$ cat src/rtl/iso_issue_ctrl_if.sv
// Operand/issue/result bundle between the issue controller and its environment.
// slave is the controller's view; master is the upstream/datapath/downstream view.
interface iso_issue_ctrl_if #(
    parameter int WIDTH = 32
);
    logic             in_valid;
    logic             in_ready;
    logic [WIDTH-1:0] in_a;
    logic [WIDTH-1:0] in_b;
    logic             dp_valid;
    logic [WIDTH-1:0] dp_a;
    logic [WIDTH-1:0] dp_b;
    logic [WIDTH-1:0] dp_result;
    logic             out_valid;
    logic             out_ready;
    logic [WIDTH-1:0] out_result;
    logic             idle;

    modport slave (
        input  in_valid, in_a, in_b, dp_result, out_ready,
        output in_ready, dp_valid, dp_a, dp_b, out_valid, out_result, idle
    );

    modport master (
        output in_valid, in_a, in_b, dp_result, out_ready,
        input  in_ready, dp_valid, dp_a, dp_b, out_valid, out_result, idle
    );
endinterface

$ cat src/rtl/iso_issue_ctrl.sv
// Issues one operand pair at a time into an isolated datapath and holds its result.
// Latency: accept -> issue next cycle -> out_valid LATENCY cycles later.
// Backpressure: in_ready low while busy; HOLD accepts a new pair only when out_ready. ISO_ISSUE_ZERO_GATE_EN zeroes dp_a/dp_b outside issue.
module iso_issue_ctrl #(
    parameter int WIDTH       = 32,
    parameter int LATENCY     = 1,
    parameter int IDLE_THRESH = 8
) (
    input  logic            clk,
    input  logic            rst_n,
    iso_issue_ctrl_if.slave bus
);
    typedef enum logic [1:0] {S_IDLE, S_ISSUE, S_WAIT, S_HOLD} state_e;

    localparam logic [3:0] WAIT_LOAD = 4'(LATENCY - 1);
    localparam logic [7:0] THRESH    = 8'(IDLE_THRESH);

    state_e           state_q, state_d;
    logic             alive_q;
    logic [3:0]       wcnt_q, wcnt_d;
    logic [WIDTH-1:0] dpa_q, dpa_d, dpb_q, dpb_d, res_q, res_d;
    logic [7:0]       icnt_q, icnt_d;
    logic             idle_q;
    logic             in_rdy, dp_vld, out_vld, capture, accept;

    always_ff @(posedge clk or negedge rst_n) begin
        if (!rst_n) begin
            state_q <= S_IDLE;
        end else begin
            state_q <= state_d;
        end
    end

    always_comb begin
        state_d = state_q;
        case (state_q)
            S_IDLE:  if (accept) state_d = S_ISSUE;
            S_ISSUE: state_d = (LATENCY == 1) ? S_HOLD : S_WAIT;
            S_WAIT:  if (wcnt_q == 4'd1) state_d = S_HOLD;
            S_HOLD:  if (bus.out_ready) state_d = accept ? S_ISSUE : S_IDLE;
        endcase
    end

    // alive_q keeps in_ready low in the cycle reset is released
    always_comb begin
        in_rdy  = 1'b0;
        dp_vld  = 1'b0;
        out_vld = 1'b0;
        capture = 1'b0;
        case (state_q)
            S_IDLE:  in_rdy = alive_q;
            S_ISSUE: begin
                dp_vld  = 1'b1;
                capture = (LATENCY == 1);
            end
            S_WAIT:  capture = (wcnt_q == 4'd1);
            S_HOLD:  begin
                out_vld = 1'b1;
                in_rdy  = bus.out_ready;
            end
        endcase
    end

    assign accept = bus.in_valid & in_rdy;

    always_comb begin
        wcnt_d = wcnt_q;
        dpa_d  = dpa_q;
        dpb_d  = dpb_q;
        res_d  = res_q;
        icnt_d = '0;
        if (state_q == S_ISSUE) begin
            wcnt_d = WAIT_LOAD;
        end else if (state_q == S_WAIT) begin
            wcnt_d = wcnt_q - 4'd1;
        end
        if (accept) begin
            dpa_d = bus.in_a;
            dpb_d = bus.in_b;
        end
`ifdef ISO_ISSUE_ZERO_GATE_EN
        else if (state_q == S_ISSUE) begin
            dpa_d = '0;
            dpb_d = '0;
        end
`endif
        if (capture) begin
            res_d = bus.dp_result;
        end
        if (state_q == S_IDLE && !accept) begin
            icnt_d = (icnt_q == THRESH) ? icnt_q : icnt_q + 8'd1;
        end
    end

    always_ff @(posedge clk or negedge rst_n) begin
        if (!rst_n) begin
            alive_q <= 1'b0;
            wcnt_q  <= '0;
            dpa_q   <= '0;
            dpb_q   <= '0;
            res_q   <= '0;
            icnt_q  <= '0;
            idle_q  <= 1'b0;
        end else begin
            alive_q <= 1'b1;
            wcnt_q  <= wcnt_d;
            dpa_q   <= dpa_d;
            dpb_q   <= dpb_d;
            res_q   <= res_d;
            icnt_q  <= icnt_d;
            idle_q  <= (icnt_q == THRESH);
        end
    end

    assign bus.in_ready   = in_rdy;
    assign bus.dp_valid   = dp_vld;
    assign bus.dp_a       = dpa_q;
    assign bus.dp_b       = dpb_q;
    assign bus.out_valid  = out_vld;
    assign bus.out_result = res_q;
    assign bus.idle       = idle_q;
endmodule

$ cat src/flat_wrapper.sv
// flat-port wrapper written by rule: the top's interface ports become plain ports
module iso_issue_ctrl_flat 
#(
    parameter int WIDTH       = 32,
    parameter int LATENCY     = 1,
    parameter int IDLE_THRESH = 8
)
  (clk, rst_n, bus_in_valid, bus_in_a, bus_in_b, bus_dp_result, bus_out_ready, bus_in_ready, bus_dp_valid, bus_dp_a, bus_dp_b, bus_out_valid, bus_out_result, bus_idle);
  iso_issue_ctrl_if #(.WIDTH(WIDTH)) bus_i ();
  input  logic clk;
  input  logic rst_n;
  input wire logic [$bits(bus_i.in_valid)-1:0] bus_in_valid;
  input wire logic [$bits(bus_i.in_a)-1:0] bus_in_a;
  input wire logic [$bits(bus_i.in_b)-1:0] bus_in_b;
  input wire logic [$bits(bus_i.dp_result)-1:0] bus_dp_result;
  input wire logic [$bits(bus_i.out_ready)-1:0] bus_out_ready;
  output wire logic [$bits(bus_i.in_ready)-1:0] bus_in_ready;
  output wire logic [$bits(bus_i.dp_valid)-1:0] bus_dp_valid;
  output wire logic [$bits(bus_i.dp_a)-1:0] bus_dp_a;
  output wire logic [$bits(bus_i.dp_b)-1:0] bus_dp_b;
  output wire logic [$bits(bus_i.out_valid)-1:0] bus_out_valid;
  output wire logic [$bits(bus_i.out_result)-1:0] bus_out_result;
  output wire logic [$bits(bus_i.idle)-1:0] bus_idle;
  assign bus_i.in_valid = bus_in_valid;
  assign bus_i.in_a = bus_in_a;
  assign bus_i.in_b = bus_in_b;
  assign bus_i.dp_result = bus_dp_result;
  assign bus_i.out_ready = bus_out_ready;
  assign bus_in_ready = bus_i.in_ready;
  assign bus_dp_valid = bus_i.dp_valid;
  assign bus_dp_a = bus_i.dp_a;
  assign bus_dp_b = bus_i.dp_b;
  assign bus_out_valid = bus_i.out_valid;
  assign bus_out_result = bus_i.out_result;
  assign bus_idle = bus_i.idle;
  iso_issue_ctrl #(.WIDTH(WIDTH), .LATENCY(LATENCY), .IDLE_THRESH(IDLE_THRESH)) u_core (.clk(clk), .rst_n(rst_n), .bus(bus_i));
endmodule
$ cat config.mk
export PLATFORM = sky130hd
export DESIGN_NAME = iso_issue_ctrl_flat
export DESIGN_NICKNAME = d
export VERILOG_FILES = /design/src/rtl/iso_issue_ctrl_if.sv /design/src/rtl/iso_issue_ctrl.sv /design/src/flat_wrapper.sv
export SDC_FILE = /design/constraint.sdc
export NUM_CORES = 1
export LEC_CHECK = 0
export CORE_AREA = 2 2 123 125
export CTS_CLUSTER_DIAMETER = 100
export CTS_CLUSTER_SIZE = 10
export DETAILED_ROUTE_END_ITERATION = 7
export DIE_AREA = 0 0 125 127
export PLACE_DENSITY = 0.67
export SLEW_MARGIN = 0
export SYNTH_ARGS = -nofsm -noshare
export SYNTH_HDL_FRONTEND = slang
export SYNTH_SLANG_ARGS = --single-unit
$ cat constraint.sdc
create_clock -name clk -period 3.05 [get_ports clk]
set_clock_uncertainty 0.15 [all_clocks]
set_input_delay 0.305 -clock clk [delete_from_list [all_inputs] [get_ports clk]]
set_output_delay 0.305 -clock clk [all_outputs]
set_load 0.02 [all_outputs]
### Word-level counts from Yosys, hierarchy flattened

Cells that the tools add are included.

* bits in registers: 112
* input port bits: 100
* word-level logic and storage cells: 38

* add/subtract/negate cells: 2
* eq/ne operators: 9
* muxes and demuxes: 13
* bitwise gates (word level): 1
* reductions and logical operators: 5

Operators by type and width (number)
* $mux 8: 2
* $add 8x1->8 const B: 1
* $eq 8x4->1 const B: 1
* $mux 4: 2
* $pmux 2 s4: 1
* $mux 2: 3
* $eq 2x2->1 const B: 2
* $eq 4x1->1 const B: 1
* $ne 2x1->1 const B: 2
* $ne 2x2->1 const B: 2
* $pmux 1 s2: 2
* $sub 4x1->4 const B: 1
* $mux 1: 3
* $reduce_and 3->1: 1
* $eq 2x1->1 const B: 1
* $logic_not 2->1: 1
* $reduce_bool 2->1: 1
* $and 1x1->1: 1
* $logic_and 1x1->1: 1
* $logic_not 1->1: 1

### Depth between registers and ports, before layout

Gate-level depths: netlist of the first run.

* word-level depth: 6
* depth in mapped cells: 7
* gate-level depth less buffers: 6

### Worst setup path before layout of the first run

OpenSTA, ideal clock, no wires.

* kind: flip-flop to flip-flop
* start: reg u_core.state_q[0]
* end: reg u_core.dpa_q[10], in the netlist u_core.bus.dp_a[10]
* arrival: 1612 ps
* slack: 1163 ps
* stages on the path, launching flop included: 7
* period minus slack after synthesis: 1887 ps
* cell sequence: dfrtp_1 inv_1 ha_1 nand2b_4 nor2_8 buf_6 mux2_2

* longest elaborated chain between the ends: 3
* elaborated cells between the ends (all ways): 4

RTL lines
* start: declaration: line iso_issue_ctrl.sv:18 `state_e state_q, state_d;`
* start signal: assignment: line iso_issue_ctrl.sv:30 `state_q <= state_d;`
* $eq 2x2->1 or $logic_not 2->1 (tied branches): line iso_issue_ctrl.sv:50 `case (state_q)`
* $pmux 1 s2 *: line iso_issue_ctrl.sv:50
* $and 1x1->1 *: line iso_issue_ctrl.sv:64 `assign accept = bus.in_valid & in_rdy;`
* end signal: assignment: line iso_issue_ctrl.sv:107 `dpa_q <= dpa_d;`
* end: declaration: line iso_issue_ctrl.sv:21 `logic [WIDTH-1:0] dpa_q, dpa_d, dpb_q, dpb_d, res_q, res_d;`

Mark *: on every way between the ends. The rest lies on a longest branch, timed or not.
A chain may end at the register's enable or synchronous reset.

### Worst setup path in the final report of the first run

* start: reg u_core.state_q[0]
* end: out bus_in_ready

* longest elaborated chain between the ends: 2
* elaborated cells between the ends (all ways): 3

RTL lines
* $eq 2x2->1 or $logic_not 2->1 (tied branches): line iso_issue_ctrl.sv:50
* $pmux 1 s2 *: line iso_issue_ctrl.sv:50
* end: declaration: line flat_wrapper.sv:17 `output wire logic [$bits(bus_i.in_ready)-1:0] bus_in_ready;`

Marks and branches as above.

==> results of run 1 <==
==> power by group through the flow <==
stage	clock (mW)	sequential (mW)	combinational (mW)
final	1.11	2.55	4.00
after CTS	1.16	2.57	4.07
after detailed placement	0	2.60	4.04
after global routing	1.22	2.66	4.25
after global placement	0	2.56	3.96
after floorplan	0	3.37	1.48
==> metal layers <==
metal / GRT usage / vias to the layer above
met5: 0 / -
li1: - / 1423
met4: 0.0392 / 0
met3: 0.0603 / 10
met1: 0.147 / 1500
met2: 0.218 / 134
==> layout by cell type, fill, tap and decap left out, types with 3 or more instances in the layout <==
cell             Yosys  layout
buf_4                0       3
clkbuf_16            0       9
clkdlybuf4s50_1      0     198
dfrtp_1            112     112
ha_1                 9       9
inv_1                8       8
inv_6                0       3
mux2_1              11      11
mux2_2              86      86
nand2_1              3       3
nand2b_1             3       3
nand3_1              6       6
nor2_1              10      10
o21ai_0              3       3
xor2_1               5       5
==> sequential cells by signal, indices dropped and copies added (netlist names) <==
name / flops
u_core.bus.out_result: 32
u_core.bus.dp_a: 32
u_core.wcnt_q: 4
u_core.state_q: 2
u_core.bus.idle: 1
u_core.icnt_q: 8
u_core.alive_q: 1
u_core.bus.dp_b: 32
==> logic make-up (layout without fill, tap and decap cells) <==
kind of cell | count (synthesis) | count (layout)
buf+inv | 18 | 228
flops | 112 | 112
other cells | 1 | 1
simple gates | 33 | 33
fa+ha+maj | 9 | 9
compound gates | 13 | 13
xor+xnor | 6 | 6
mux | 100 | 100
==> final cells by class <==
class	count	area (µm²)	share of cell area
well taps	184	230	0.0327
clock buffers	9	225	0.0320
inverters	8	30.0	0.00427
repair buffers	204	2050	0.292
multi-input cells	162	1640	0.233
flip-flops and latches	112	2800	0.399
clock inverters	7	53.8	0.00765
==> worst paths after layout <==
kind                                                  end
worst max-delay path                         bus_in_ready
worst min-delay path                  u_core.bus.dp_b[30]
worst max register to register   u_core.bus.out_result[8]
worst min register to register        u_core.bus.dp_b[30]
max in group asynchronous             u_core.bus.dp_b[13]
min in group asynchronous       u_core.bus.out_result[21]
==> worst reg2reg max path: cells and delay by family, from the launching register on <==
| kind | cells | cell delay, ns |
|---|---|---|
| AO/OA/AOI/OAI | 1 | 0.84 |
| multiplexers | 1 | 0.44 |
| flip-flops | 1 | 0.39 |
| adder cells (fa/ha/maj) | 1 | 0.30 |
| buffers and inverters | 1 | 0.09 |
==> metrics by stage <==
step	util	power [mW]
after global placement	0.468	6.52
after detailed placement	0.468	6.64
after CTS	0.488	7.80
final	0.488	7.67
after floorplan	-	4.85
after global routing	0.488	8.12
==> repair_timing <==
action / in CTS / in global routing
setup buffers: 0 / 0
endpoints found under the hold margin: 45 / 0
hold buffers: 1 / 0
==> results_dict.tcl, run 1 <==
set metrics [dict create \
    clk_pin_slew_worst_paths_ns 0.08 \
    pwr-share-seq 0.333 \
    synthSimpleGateAreaFrac 0.0488 \
    cp_max_fo 12 \
    p_leak_nw 2.95 \
    cts_buffers 9 \
    finalCritPeriodShare 0.825 \
    synth-compound-area-share 0.0241 \
    die_h_um 127 \
    placed_area_um2 6740 \
    grt_start_max_net_pins 51 \
    synth.most_common_cell "dfrtp_1" \
    reg2reg_from "u_core.state_q[1]" \
    firstDrtPassIters 4 \
    max_stage_delay_ns 0.62 \
    synth_top_area_share 0.614 \
    r2r_setup_slack_ns 0.72 \
    synthArstFlopShare 1.00 \
    path_depth 5 \
    p_int_mw 4.91 \
    portBuffers 199 \
    placementRows 44 \
    cts-root-buf "clkbuf_16" \
    synthAdderAreaFrac 0.0247 \
    clk_path_buf_depth 2 \
    grt_pass1_wl_um 16400 \
    io_pins 200 \
    die-area_um2 15900 \
    min_from "u_core.bus.dp_b[30]" \
    setup_violations 0 \
    r2r_cells 4 \
    synthXorXnorAreaFrac 0.0115 \
    swShare 0.359 \
    place_ws_ns 0.700 \
    grt_pass1_vias 3231 \
    ys_ff_latch 112 \
    h-tree-depth 3 \
    worstMarginPinSlew_ns 1.01 \
    yosys-top-cells-count "dfrtp_1, mux2_2, mux2_1, nor2_1" \
    n_fill_cell 1261 \
    netlist_area_um2 4570 \
    crit_buf_inv 3 \
    tritoncts "done" \
    slowest_stage "clkdlybuf4s50_1" \
    met3_length_um 988 \
    outcome "complete, no violations" \
    track_usage 0.129 \
    layout_min_cycle_time_ns 2.52 \
    irDropWorstVdd_mv 0.553 \
    maxSlewHeadroom 0.327 \
    maxCapViolations 0 \
    synth_top_family_by_area "multiplexers" \
    finalHoldViolCount 0 \
    fin_ws_ns 0.534 \
    synthFlopType "dfrtp_1" \
    p_sw_mw 2.75 \
    critPathLaunchType "register" \
    via_per_inst 4.47 \
    syn-mean-instance-area_um2 15.6 \
    worstSetupStartpoint "u_core.state_q[0]" \
    synth_mux_area_frac 0.247 \
    rsz0062_at_grt "no" \
    dp_hpwl_um 7590 \
    wire_per_inst_um 14.7 \
    coreArea_um2 14400 \
    comb_power_share 0.522 \
    synth_cell_type_count 33 \
    ys_warn_count 0 \
    initial_core_util 0.317 \
    cts.repair.resized 0 \
    drc_errors 0 \
    drive_above_1_share 0.233 \
    critPathKind "register to primary output" \
    met1_length_um 4020 \
    place.gp.congestion 0.748 \
    drv_slew 0 \
    synth_cells 292 \
    crit_family "buffers and inverters" \
    worst_ep_required_time_ns 2.59 \
    placed_cells 669 \
    clkSinkCount 112 \
    clk_latency_ns 0.34 \
    syn_to_final_growth_pct 54.0 \
    synth_area_leader_cell "dfrtp_1" \
    antenna_found_initial 0 \
    wl_met2_um 4950 \
    hold_path_class "register to register" \
    final.setup.tns_ns 0 \
    ys_seq_area_frac 0.614 \
    worstHoldPathCells 1 \
    top_layer "met4" \
    drt_iter0_markers 75 \
    fp.dieW_um 125 \
    final_design_area_no_fill_um2 7030 \
    vias 3067 \
    syn_nets 401 \
    pwr_density_cell_nw_per_um2 1090 \
    cp.arrival_ns 2.06 \
    end_kind "primary output" \
    grt_overflow 0 \
    timing.fmax_ghz 0.397 \
    finalNetCount 606 \
    diodes 0 \
    wl_um 10100 \
    ant_nets 0 \
    final_cells 686 \
    crit_chain "inv_1, ha_1, buf_4, nor2_1, clkdlybuf4s50_1" \
    synth_edf_count 0 \
    synth.area.top_cells "dfrtp_1, mux2_2, mux2_1" \
    clkPwrFrac 0.145 \
    hold_slack_ns 0.336 \
]
(Power assumes the default switching activity.)
==> run 2, diff against run 1 <==
clock period = 2.5 ns   (was 3.05 ns; I/O delays follow)
==> run 2 against run 1 <==
Clock-buffer cell count increased by 1. Die area did not move. Combinational power increased by 22%. Clock power rose by 24%. Critical endpoint is now u_core.bus.out_result[10]. Highest routed layer unchanged. Critical path type is now register to register. First-iteration DRC count rose by 51%.
==> results_dict.tcl, run 2 (synthesized netlist as in run 1, its figures left out) <==
set metrics [dict create \
    vias 3102 \
    end_kind "register" \
    io_pins 200 \
    final_cells 689 \
    h-tree-depth 3 \
    p_leak_nw 2.98 \
    timing.fmax_ghz 0.433 \
    cp_max_fo 32 \
    hold_path_class "input pin to asynchronous set/reset pin" \
    final.setup.tns_ns 0 \
    worstMarginPinSlew_ns 0.978 \
    final-seq-area_um2 2800 \
    ant_nets 0 \
    critPathKind "register to register" \
    drt_iter0_markers 113 \
    placementRows 44 \
    track_usage 0.131 \
    drc_errors 0 \
    cts_buffers 9 \
    cp.arrival_ns 2.39 \
    finalHoldViolCount 0 \
    die_h_um 127 \
    critPathLaunchType "register" \
    cts-root-buf "clkbuf_16" \
    worst_ep_required_time_ns 2.58 \
    multi_input_area_um2 1640 \
    final_cell_mix "clkdlybuf4s50_1, dfrtp_1, mux2_2" \
    irDropWorstVdd_mv 0.801 \
    worstReg2RegEnd "u_core.bus.out_result[10]" \
    clkSinkCount 112 \
    portBuffers 199 \
    diodes 0 \
    slowest_stage "o21ai_4" \
    dp_hpwl_um 7590 \
    setup_violations 0 \
    finalCritPeriodShare 0.923 \
    drv_slew 0 \
    firstDrtPassIters 4 \
    wl_um 10300 \
    finalPower_mw 9.41 \
    grt_pass1_vias 3364 \
    coreArea_um2 14400 \
    r2r_setup_slack_ns 0.19 \
    maxCapViolations 0 \
    finalNetCount 609 \
    grt_start_max_net_pins 53 \
    rsz0062_at_grt "no" \
    max_stage_delay_ns 0.75 \
    tritoncts "done" \
    fp.dieW_um 125 \
    clk_latency_ns 0.35 \
    fin_util 0.490 \
    drive_above_1_share 0.238 \
    layout_min_cycle_time_ns 2.31 \
    reg2reg_from "u_core.state_q[0]" \
    clk_pin_slew_worst_paths_ns 0.07 \
    crit_chain "inv_1, ha_1, nor3b_2, o21ai_4, mux2_2" \
    die-area_um2 15900 \
    antenna_found_initial 0 \
    maxSlewHeadroom 0.346 \
    layout_commonest_cell "clkdlybuf4s50_1" \
    pwr_density_cell_nw_per_um2 1330 \
    via_per_inst 4.50 \
    grt_pass1_wl_um 16700 \
    syn_to_final_growth_pct 54.8 \
    place.gp.congestion 0.740 \
    r2r_cells 5 \
    placed_cells 672 \
    n_fill_cell 1222 \
    hold_slack_ns 0.291 \
    initial_core_util 0.317 \
    grt_overflow 0 \
    outcome "complete, no violations" \
    wire_per_inst_um 15.0 \
    clk_path_buf_depth 2 \
]
-- run 2: cell type report --
cell class / instances / area share
sequential: 112 / 0.396
timing repair buffer: 207 / 0.294
tap: 184 / 0.0326
clock buffer: 10 / 0.0338
clock inverter: 6 / 0.00726
inverter: 8 / 0.00425
multi-input combinational: 162 / 0.232
-- run 2: stage by stage --
| step | area [µm²] | setup WS, ns |
|---|---|---|
| 2_1_floorplan | 4570 | 0.613 |
| 3_3_place_gp | 6770 | 0.221 |
| 3_5_place_dp | 6770 | 0.134 |
| 4_1_cts | 7070 | 0.00524 |
| 5_1_grt | 7070 | 0.0144 |
| 6_report | 7070 | 0.193 |
-- run 2: critical path, delay by kind of cell (launching register included) --
kind / cells / cell delay (ns)
compound gates: 1 / 0.75
fa+ha+maj: 1 / 0.22
simple gates: 1 / 0.17
mux: 1 / 0.43
flops: 1 / 0.37
buf+inv: 1 / 0.09
-- run 2: worst max path at each step --
stage	startpoint	to	slack [ns]
2_1_floorplan	u_core.state_q[0]	u_core.bus.dp_a[10]	0.61
3_3_place_gp	u_core.state_q[0]	u_core.bus.out_result[4]	0.22
4_1_cts	u_core.state_q[1]	bus_in_ready	0.005
3_5_place_dp	u_core.state_q[0]	u_core.bus.out_result[10]	0.13
5_1_grt	u_core.state_q[0]	u_core.bus.out_result[10]	0.01
6_report	u_core.state_q[0]	u_core.bus.out_result[10]	0.19
-- run 2: per-layer routing --
layer	part of all wire	vias up	GRT usage
met5	0	-	0
met4	0.012	0	0.0405
met3	0.088	12	0.0540
met2	0.48	148	0.213
met1	0.42	1516	0.160
li1	-	1426	-
-- run 2: where the power goes --
group          switching [mW]  total (mW)  internal (mW)
Sequential              0.442        3.13           2.68
Combinational            2.26        4.90           2.64
Clock                   0.661        1.38          0.716
Total                    3.37        9.41           6.04
-- run 2: repair_timing --
item                                    4_1_cts  5_1_grt
endpoints found under the hold margin        41        0
endpoints found under the setup margin        0        1
hold buffers                                  1        0
buffers inserted                              0        0
gates resized for setup                       0        1
